==> config.mk <==
export PLATFORM = sky130hd
export DESIGN_NAME = id_stream_tx_flat
export DESIGN_NICKNAME = d
export VERILOG_FILES = /design/src/rtl/id_stream_tx_if.sv /design/src/rtl/id_stream_tx.sv /design/src/flat_wrapper.sv
export SDC_FILE = /design/constraint.sdc
export NUM_CORES = 1
export LEC_CHECK = 0
export ABC_AREA = 1
export CAP_MARGIN = 20
export CELL_PAD_IN_SITES_DETAIL_PLACEMENT = 1
export CELL_PAD_IN_SITES_GLOBAL_PLACEMENT = 2
export CORE_MARGIN = 1
export CORE_UTILIZATION = 30
export CTS_CLUSTER_DIAMETER = 40
export CTS_CLUSTER_SIZE = 28
export DETAILED_ROUTE_END_ITERATION = 8
export GPL_TIMING_DRIVEN = 0
export HOLD_SLACK_MARGIN = 0.1
export PLACE_DENSITY_LB_ADDON = 0.1
export SLEW_MARGIN = 30
export SYNTH_ARGS = -nofsm -noshare
export SYNTH_HDL_FRONTEND = slang
export SYNTH_SLANG_ARGS = --single-unit
==> constraint.sdc <==
create_clock -name clk -period 3.34 [get_ports clk]
set_input_delay 0.668 -clock clk [delete_from_list [all_inputs] [get_ports clk]]
set_output_delay 0.668 -clock clk [all_outputs]
set_load 0.05 [all_outputs]
==> src/rtl/id_stream_tx_if.sv <==
// Byte stream channel carrying identifier characters from the transmitter to a sink.
// The master presents char_out/char_valid, and the slave answers with char_ready.
interface id_stream_tx_if;
   logic [7:0] char_out;
   logic       char_valid;
   logic       char_ready;

   modport master (output char_out, output char_valid, input char_ready);
   modport slave  (input char_out, input char_valid, output char_ready);
endinterface

==> src/rtl/id_stream_tx.sv <==
// Identifier stream generator: emits letters, then digits, then a terminator byte,
// one byte per valid/ready transfer, for each accepted start command.
module id_stream_tx #(
   parameter int unsigned MAX_ALPHA = 8,
   parameter int unsigned MAX_DIGIT = 8,
   parameter logic [7:0]  TERM_CHAR = 8'd32
) (
   input  logic                 clk,
   input  logic                 reset,
   input  logic                 start,
   input  logic [3:0]           alpha_len,
   input  logic [3:0]           digit_len,
   input  logic [4:0]           first_alpha,
   input  logic [3:0]           first_digit,
   input  logic                 upper,
   id_stream_tx_if.master       tx,
   output logic                 busy,
   output logic                 done,
   output logic                 err
);

   typedef enum logic [1:0] {S_IDLE, S_ALPHA, S_DIGIT, S_TERM} state_t;

   localparam logic [3:0] LP_MAX_ALPHA = 4'(MAX_ALPHA);
   localparam logic [3:0] LP_MAX_DIGIT = 4'(MAX_DIGIT);

   state_t     r_state;
   state_t     w_next;
   logic [3:0] r_alpha_len;
   logic [3:0] r_digit_len;
   logic [4:0] r_idx;
   logic [3:0] r_dig;
   logic [3:0] r_cnt;
   logic       r_upper;
   logic       r_done;
   logic       r_err;

   logic       w_xfer;
   logic       w_bad;
   logic       w_accept;
   logic [3:0] w_cnt_inc;
   logic [7:0] w_alpha_base;

   assign w_xfer       = tx.char_valid & tx.char_ready;
   assign w_cnt_inc    = r_cnt + 4'd1;
   assign w_alpha_base = r_upper ? 8'd65 : 8'd97;
   // start is ignored while busy and during the done cycle
   assign w_accept     = (r_state == S_IDLE) & start & ~r_done;
   assign w_bad        = (alpha_len == 4'd0) || (alpha_len > LP_MAX_ALPHA) ||
                         (digit_len > LP_MAX_DIGIT) || (first_alpha > 5'd25) ||
                         (first_digit > 4'd9);

   assign done = r_done;
   assign err  = r_err;

   always_ff @(posedge clk or posedge reset) begin
      if (reset) r_state <= S_IDLE;
      else       r_state <= w_next;
   end

   // NOTE: every output of this block is given a default first so no latch is inferred.
   always_comb begin
      w_next        = r_state;
      tx.char_out   = 8'd0;
      tx.char_valid = 1'b0;
      busy          = 1'b0;
      case (r_state)
         S_IDLE: begin
            if (w_accept && !w_bad) w_next = S_ALPHA;
         end
         S_ALPHA: begin
            tx.char_valid = 1'b1;
            busy          = 1'b1;
            tx.char_out   = w_alpha_base + {3'b000, r_idx};
            if (w_xfer && (w_cnt_inc == r_alpha_len))
               w_next = (r_digit_len == 4'd0) ? S_TERM : S_DIGIT;
         end
         S_DIGIT: begin
            tx.char_valid = 1'b1;
            busy          = 1'b1;
            tx.char_out   = 8'd48 + {4'b0000, r_dig};
            if (w_xfer && (w_cnt_inc == r_digit_len)) w_next = S_TERM;
         end
         S_TERM: begin
            tx.char_valid = 1'b1;
            busy          = 1'b1;
            tx.char_out   = TERM_CHAR;
            if (w_xfer) w_next = S_IDLE;
         end
         default: w_next = S_IDLE;
      endcase
   end

   always_ff @(posedge clk or posedge reset) begin
      if (reset) begin
         r_alpha_len <= 4'd0;
         r_digit_len <= 4'd0;
         r_idx       <= 5'd0;
         r_dig       <= 4'd0;
         r_cnt       <= 4'd0;
         r_upper     <= 1'b0;
         r_done      <= 1'b0;
         r_err       <= 1'b0;
      end else begin
         r_done <= (r_state == S_TERM) && w_xfer;
         r_err  <= w_accept && w_bad;
         if (w_accept && !w_bad) begin
            r_alpha_len <= alpha_len;
            r_digit_len <= digit_len;
            r_idx       <= first_alpha;
            r_dig       <= first_digit;
            r_upper     <= upper;
            r_cnt       <= 4'd0;
         end else if (w_xfer) begin
            // the transfer counter restarts at each phase change
            r_cnt <= (w_next == r_state) ? w_cnt_inc : 4'd0;
            if (r_state == S_ALPHA) r_idx <= (r_idx == 5'd25) ? 5'd0 : r_idx + 5'd1;
            if (r_state == S_DIGIT) r_dig <= (r_dig == 4'd9) ? 4'd0 : r_dig + 4'd1;
         end
      end
   end

endmodule

==> src/flat_wrapper.sv <==
// flat-port wrapper written by rule: the top's interface ports become plain ports
module id_stream_tx_flat 
#(
   parameter int unsigned MAX_ALPHA = 8,
   parameter int unsigned MAX_DIGIT = 8,
   parameter logic [7:0]  TERM_CHAR = 8'd32
)
  (clk, reset, start, alpha_len, digit_len, first_alpha, first_digit, upper, busy, done, err, tx_char_out, tx_char_valid, tx_char_ready);
  id_stream_tx_if tx_i ();
  input  logic clk;
  input  logic reset;
  input  logic start;
  input  logic [3:0] alpha_len;
  input  logic [3:0] digit_len;
  input  logic [4:0] first_alpha;
  input  logic [3:0] first_digit;
  input  logic upper;
  output logic busy;
  output logic done;
  output logic err;
  output wire logic [$bits(tx_i.char_out)-1:0] tx_char_out;
  output wire logic [$bits(tx_i.char_valid)-1:0] tx_char_valid;
  input wire logic [$bits(tx_i.char_ready)-1:0] tx_char_ready;
  assign tx_char_out = tx_i.char_out;
  assign tx_char_valid = tx_i.char_valid;
  assign tx_i.char_ready = tx_char_ready;
  id_stream_tx #(.MAX_ALPHA(MAX_ALPHA), .MAX_DIGIT(MAX_DIGIT), .TERM_CHAR(TERM_CHAR)) u_core (.clk(clk), .reset(reset), .start(start), .alpha_len(alpha_len), .digit_len(digit_len), .first_alpha(first_alpha), .first_digit(first_digit), .upper(upper), .tx(tx_i), .busy(busy), .done(done), .err(err));
endmodule
# ---- Word-level counts from Yosys, hierarchy flattened
# Index checks and enable logic that the tools add are counted.
dict set report totals {
  elab_cells 69
  ff_bits 26
}
dict set report classes {
  n_bitwise 4
  n_lt_le_gt_ge 4
  muxes 20
  reduce_logical 19
  addsub 5
  eq_ne 8
}
# op count
set op_table {}
lappend op_table {{4-bit 2-to-1 mux} 7}
lappend op_table {{8-bit case mux with 3 select lines} 1}
lappend op_table {{5-bit 2-to-1 mux} 4}
lappend op_table {{4-bit > comparator, second input constant} 3}
lappend op_table {{4-bit by 1-bit adder with 4-bit output, second input constant} 2}
lappend op_table {{8-bit by 5-bit adder with 8-bit output} 1}
lappend op_table {{4-bit equality test} 2}
lappend op_table {{4-bit zero test} 2}
lappend op_table {{2-bit 2-to-1 mux} 4}
lappend op_table {{2-bit case mux with 4 select lines} 1}
lappend op_table {{6-bit by 4-bit adder with 7-bit output, first input constant} 1}
lappend op_table {{6-bit 2-to-1 mux} 1}
lappend op_table {{2-bit nonzero test} 3}
lappend op_table {{5-bit by 1-bit adder with 5-bit output, second input constant} 1}
lappend op_table {{5-bit equality test, second input constant} 1}
lappend op_table {{5-bit > comparator, second input constant} 1}
lappend op_table {{1-bit logical AND} 5}
lappend op_table {{2-bit equality test, second input constant} 2}
lappend op_table {{4-bit equality test, second input constant} 1}
lappend op_table {{1-bit logical OR} 4}
lappend op_table {{2-bit AND reduction} 2}
lappend op_table {{1-bit bitwise AND} 3}
lappend op_table {{3-bit OR reduction} 1}
lappend op_table {{2-bit by 1-bit equality test with 1-bit output, second input constant} 1}
lappend op_table {{5 further kinds} 6}

# ---- Logic depth before layout (Yosys ltp)
dict set report depth {
  depth_word 13
  depth_mapped 15
}

# ---- Worst setup path after synthesis
# Ideal clock, no wire load.
dict set report synth_path {
  path_kind {reg2out}
  startpoint {register u_core.r_idx[0]}
  endpoint {output port tx_char_out[4]}
  n_path_buf 0
  t_arrival_ns 1.947
  slack_ns 0.725
  path_stages_with_launch 6
  cell_sequence {dfrtp_1 > ha_1 > nand2_1 > o21ai_0 > o21ai_0 > o21ai_0}
}
dict set report synth_between {
  elab_chain_len 2
}
# element line_no
set synth_lines {}
lappend synth_lines {{start: declaration} id_stream_tx.sv:31} ;# logic [4:0] r_idx;
lappend synth_lines {{start signal: assignment} id_stream_tx.sv:110} ;# r_idx <= first_alpha;
lappend synth_lines {{start signal: assignment} id_stream_tx.sv:117} ;# if (r_state == S_ALPHA) r_idx <= (r_idx == 5'd25) ? 5'd0 : r_idx + 5'd1;
lappend synth_lines {{8-bit by 5-bit adder with 8-bit output} id_stream_tx.sv:74} ;# tx.char_out = w_alpha_base + {3'b000, r_idx};
lappend synth_lines {{8-bit case mux with 3 select lines} id_stream_tx.sv:67} ;# case (r_state)
lappend synth_lines {{end: declaration} flat_wrapper.sv:21} ;# output wire logic [$bits(tx_i.char_out)-1:0] tx_char_out;
# Every way passes these cells.

# ---- Final worst setup path
# Same ends and word-level chain as after synthesis.

==> impl_metrics.env <==
export IMPL_clock_power_share_pct=17.2
export IMPL_hp_class="register to register"
export IMPL_synth_area_per_cell_um2=7.11
export IMPL_core_area_um2=5200
export IMPL_drt_initial_drc_count=41
export IMPL_die_area_um2=5820
export IMPL_yosys_warnings=0
export IMPL_io_pins=34
export IMPL_rsz0062_at_grt="false"
export IMPL_drt_wl_total_um=4530
export IMPL_gp_congestion=0.802
export IMPL_critPathLaunchType="register"
export IMPL_min_period_over_period_pct=90.1
export IMPL_synth_cell_types=26
export IMPL_postCtsHoldBufs=0
export IMPL_root_buffer="clkbuf_8"
export IMPL_power_mw=1.05
export IMPL_maxCapViolations=0
export IMPL_finalNetCount=296
export IMPL_internal_power_uw=635
export IMPL_place_ws_ns=0.639
export IMPL_path_clk_slew_ns=0.09
export IMPL_fin_skew_ns=0.00319
export IMPL_synth_fa_ha_area_share_pct=2.27
export IMPL_grt_pass1_wl_um=8090
export IMPL_grt_overflow_total=0
export IMPL_netlist_top_cells_area="dfrtp_1 (39%), nand2_1 (14%), inv_1 (8.8%), nand3_1 (6.3%), o21ai_0 (3.9%)"
export IMPL_synth_edff_count=0
export IMPL_p_sw_uw=420
export IMPL_initial_core_util_pct=31.8
export IMPL_fmax_ghz=0.332
export IMPL_htreeDepth=1
export IMPL_wl_met2_um=1930
export IMPL_vias_per_cell=4.67
export IMPL_cts_setup_buffers=0
export IMPL_peakVddDrop_mv=0.198
export IMPL_endpoint_kind="primary output"
export IMPL_clk_path_buf_depth=2
export IMPL_setup_viol=0
export IMPL_crit_type="register to primary output"
export IMPL_antenna_found_initial=0
export IMPL_ant_nets=0
export IMPL_ys_seq_area_share_pct=39.3
export IMPL_numPortBuffers=33
export IMPL_cp_max_fo=4
export IMPL_cts_resized_gates=0
export IMPL_synth_seq_cells=26
export IMPL_dr_wl_met3_um=120
export IMPL_crit_arrival_ns=2.34
export IMPL_synth_ff_type="dfrtp_1"
export IMPL_seqPwrFrac_pct=43.5
export IMPL_cts_tree="built"
export IMPL_syn_area_um2=1660
export IMPL_dr_total_vias=1583
export IMPL_yosys_area_share_simple_pct=31.9
export IMPL_dp_hpwl_um=3630
export IMPL_highest_layer="met4"
export IMPL_synth_top_family_by_area="simple AND/OR/NAND/NOR gates"
export IMPL_synthCells=233
export IMPL_fill_cells=657
export IMPL_synth_net_count=258
export IMPL_powerDensity_nw_per_um2=498
export IMPL_die_h_um=76.3
export IMPL_required_ns=2.67
export IMPL_cts_buffers=3
export IMPL_leakage_nw=1.01
export IMPL_syn_to_final_growth_pct=27.7
export IMPL_drt_met1_wl_um=2450
export IMPL_reg2reg_slack_ns=1.49
export IMPL_drive_gt1_share_pct=8.18
export IMPL_grt_max_degree=27
export IMPL_p_sw_share_pct=39.8
export IMPL_n_antenna_cell=0
export IMPL_slew_headroom_pct=60.7
export IMPL_grt_pass1_vias=1672
export IMPL_yosysMostFrequentCell="nand2_1"
export IMPL_tns_ns=0
export IMPL_netlist_top_cells_count="nand2_1 (63), inv_1 (39), dfrtp_1 (26)"
export IMPL_yosys_area_share_xor_xnor_pct=2.11
export IMPL_die_w_um=76.3
export IMPL_layoutNonFillerInstCount=339
export IMPL_synthMuxAreaShare_pct=0
export IMPL_track_usage_pct=17.3
export IMPL_setup_ws_ns=0.329
export IMPL_dp_cells=336
export IMPL_remaining_drc_errors=0
export IMPL_synth_compound_area_share_pct=13.6
export IMPL_insertion_delay_ns=0.27
export IMPL_worst_pin_slew_ns=0.588
export IMPL_finalHoldViolations=0
export IMPL_async_reset_ff_share_pct=100
export IMPL_status="finished clean"
export IMPL_layout_min_cycle_time_ns=3.01
export IMPL_first_pass_iters=4
export IMPL_holdWs_ns=0.528
export IMPL_drv_slew=0
export IMPL_p_comb_share_pct=39.3
export IMPL_rows=26
export IMPL_cts_sinks=26
export IMPL_yosysTopAreaCell="dfrtp_1"
export IMPL_wire_per_inst_um=13.4
export IMPL_synth_top_cell_area_share_pct=39.3
## metrics by stage
stage / cell area [um2] / util (%)
after floorplan: 1660 / -
after global placement: 2070 / 39.9
after detailed placement: 2070 / 39.9
after CTS: 2120 / 40.6
after global routing: 2120 / 40.6
final: 2120 / 40.6
## power groups by stage
stage / clock network [mW] / registers [mW] / logic, mW
floorplan: 0 / 0.451 / 0.298
global placement: 0 / 0.464 / 0.411
detailed placement: 0 / 0.465 / 0.417
CTS: 0.192 / 0.459 / 0.419
global route: 0.203 / 0.471 / 0.479
finish: 0.182 / 0.459 / 0.414
## worst max-delay path, stage by stage (launching register included)
cell             delay, ns
dfrtp_1               0.42
ha_1                  0.22
nand2_1               0.11
o21ai_0               0.16
o21ai_0               0.16
o21ai_0               0.18
clkdlybuf4s50_1       0.82
## cell type report
class,instances,area (um2),area share (%)
Inverter,41,154,7.27
Clock buffer,3,41.3,1.95
Tap cell,70,87.6,4.14
Multi-Input combinational cell,161,826,39.0
Buffer,5,26.3,1.24
Timing Repair Buffer,33,330,15.6
Sequential cell,26,651,30.8
## final timing paths
path / startpoint / endpoint / cells past startpoint
min reg2reg: u_core.r_digit_len[2]$_DFFE_PP0P_ / u_core.r_digit_len[2]$_DFFE_PP0P_ / 2
min: u_core.r_digit_len[2]$_DFFE_PP0P_ / u_core.r_digit_len[2]$_DFFE_PP0P_ / 2
min in group asynchronous: reset / u_core.r_alpha_len[3]$_DFFE_PP0P_ / 2
max reg2reg: u_core.r_cnt[1]$_DFFE_PP0P_ / u_core.r_cnt[0]$_DFFE_PP0P_ / 11
max: u_core.r_idx[0]$_DFFE_PP0P_ / tx_char_out[4] / 6
max in group asynchronous: reset / u_core.r_upper$_DFFE_PP0P_ / 2
## registers in the layout (all words and copies together) (netlist names)
signal,flops
u_core.r_idx,5
u_core.r_alpha_len,4
u_core.r_cnt,4
u_core.r_dig,4
u_core.r_digit_len,4
u_core.r_state,2
u_core.done,1
u_core.err,1
u_core.r_upper,1
## metal layers
layer | GRT usage (%) | vias up
li1 | - | 829
met1 | 25.0 | 729
met2 | 27.4 | 23
met3 | 2.04 | 2
met4 | 4.04 | 0
met5 | 0 | -
## kinds of logic after synthesis
family,count (synthesis)
adders and majority gates,3
xor gates and xnor gates,4
buffers and inverters,46
and+or+nand+nor,117
AOI/OAI and AO/OA,37
DFF,26
## cell usage in the layout (no fill, tap or decap), types with 3 or more instances in the layout
master | Yosys | routed
o221ai_1 | 6 | 6
nand2_1 | 63 | 63
nand4_1 | 5 | 5
a21oi_1 | 5 | 5
buf_2 | 3 | 3
nor2_2 | 4 | 4
clkbuf_8 | 0 | 3
o211ai_1 | 3 | 3
dfrtp_1 | 26 | 26
o22ai_1 | 4 | 4
clkdlybuf4s50_1 | 0 | 33
nor2_1 | 15 | 15
o21ai_0 | 13 | 13
o21ai_1 | 4 | 4
nand3_1 | 21 | 21
nand2_2 | 5 | 5
inv_2 | 2 | 3
inv_1 | 39 | 38
xor2_1 | 3 | 3
ha_1 | 3 | 3
Note: power is estimated with default switching activity, not from simulation.
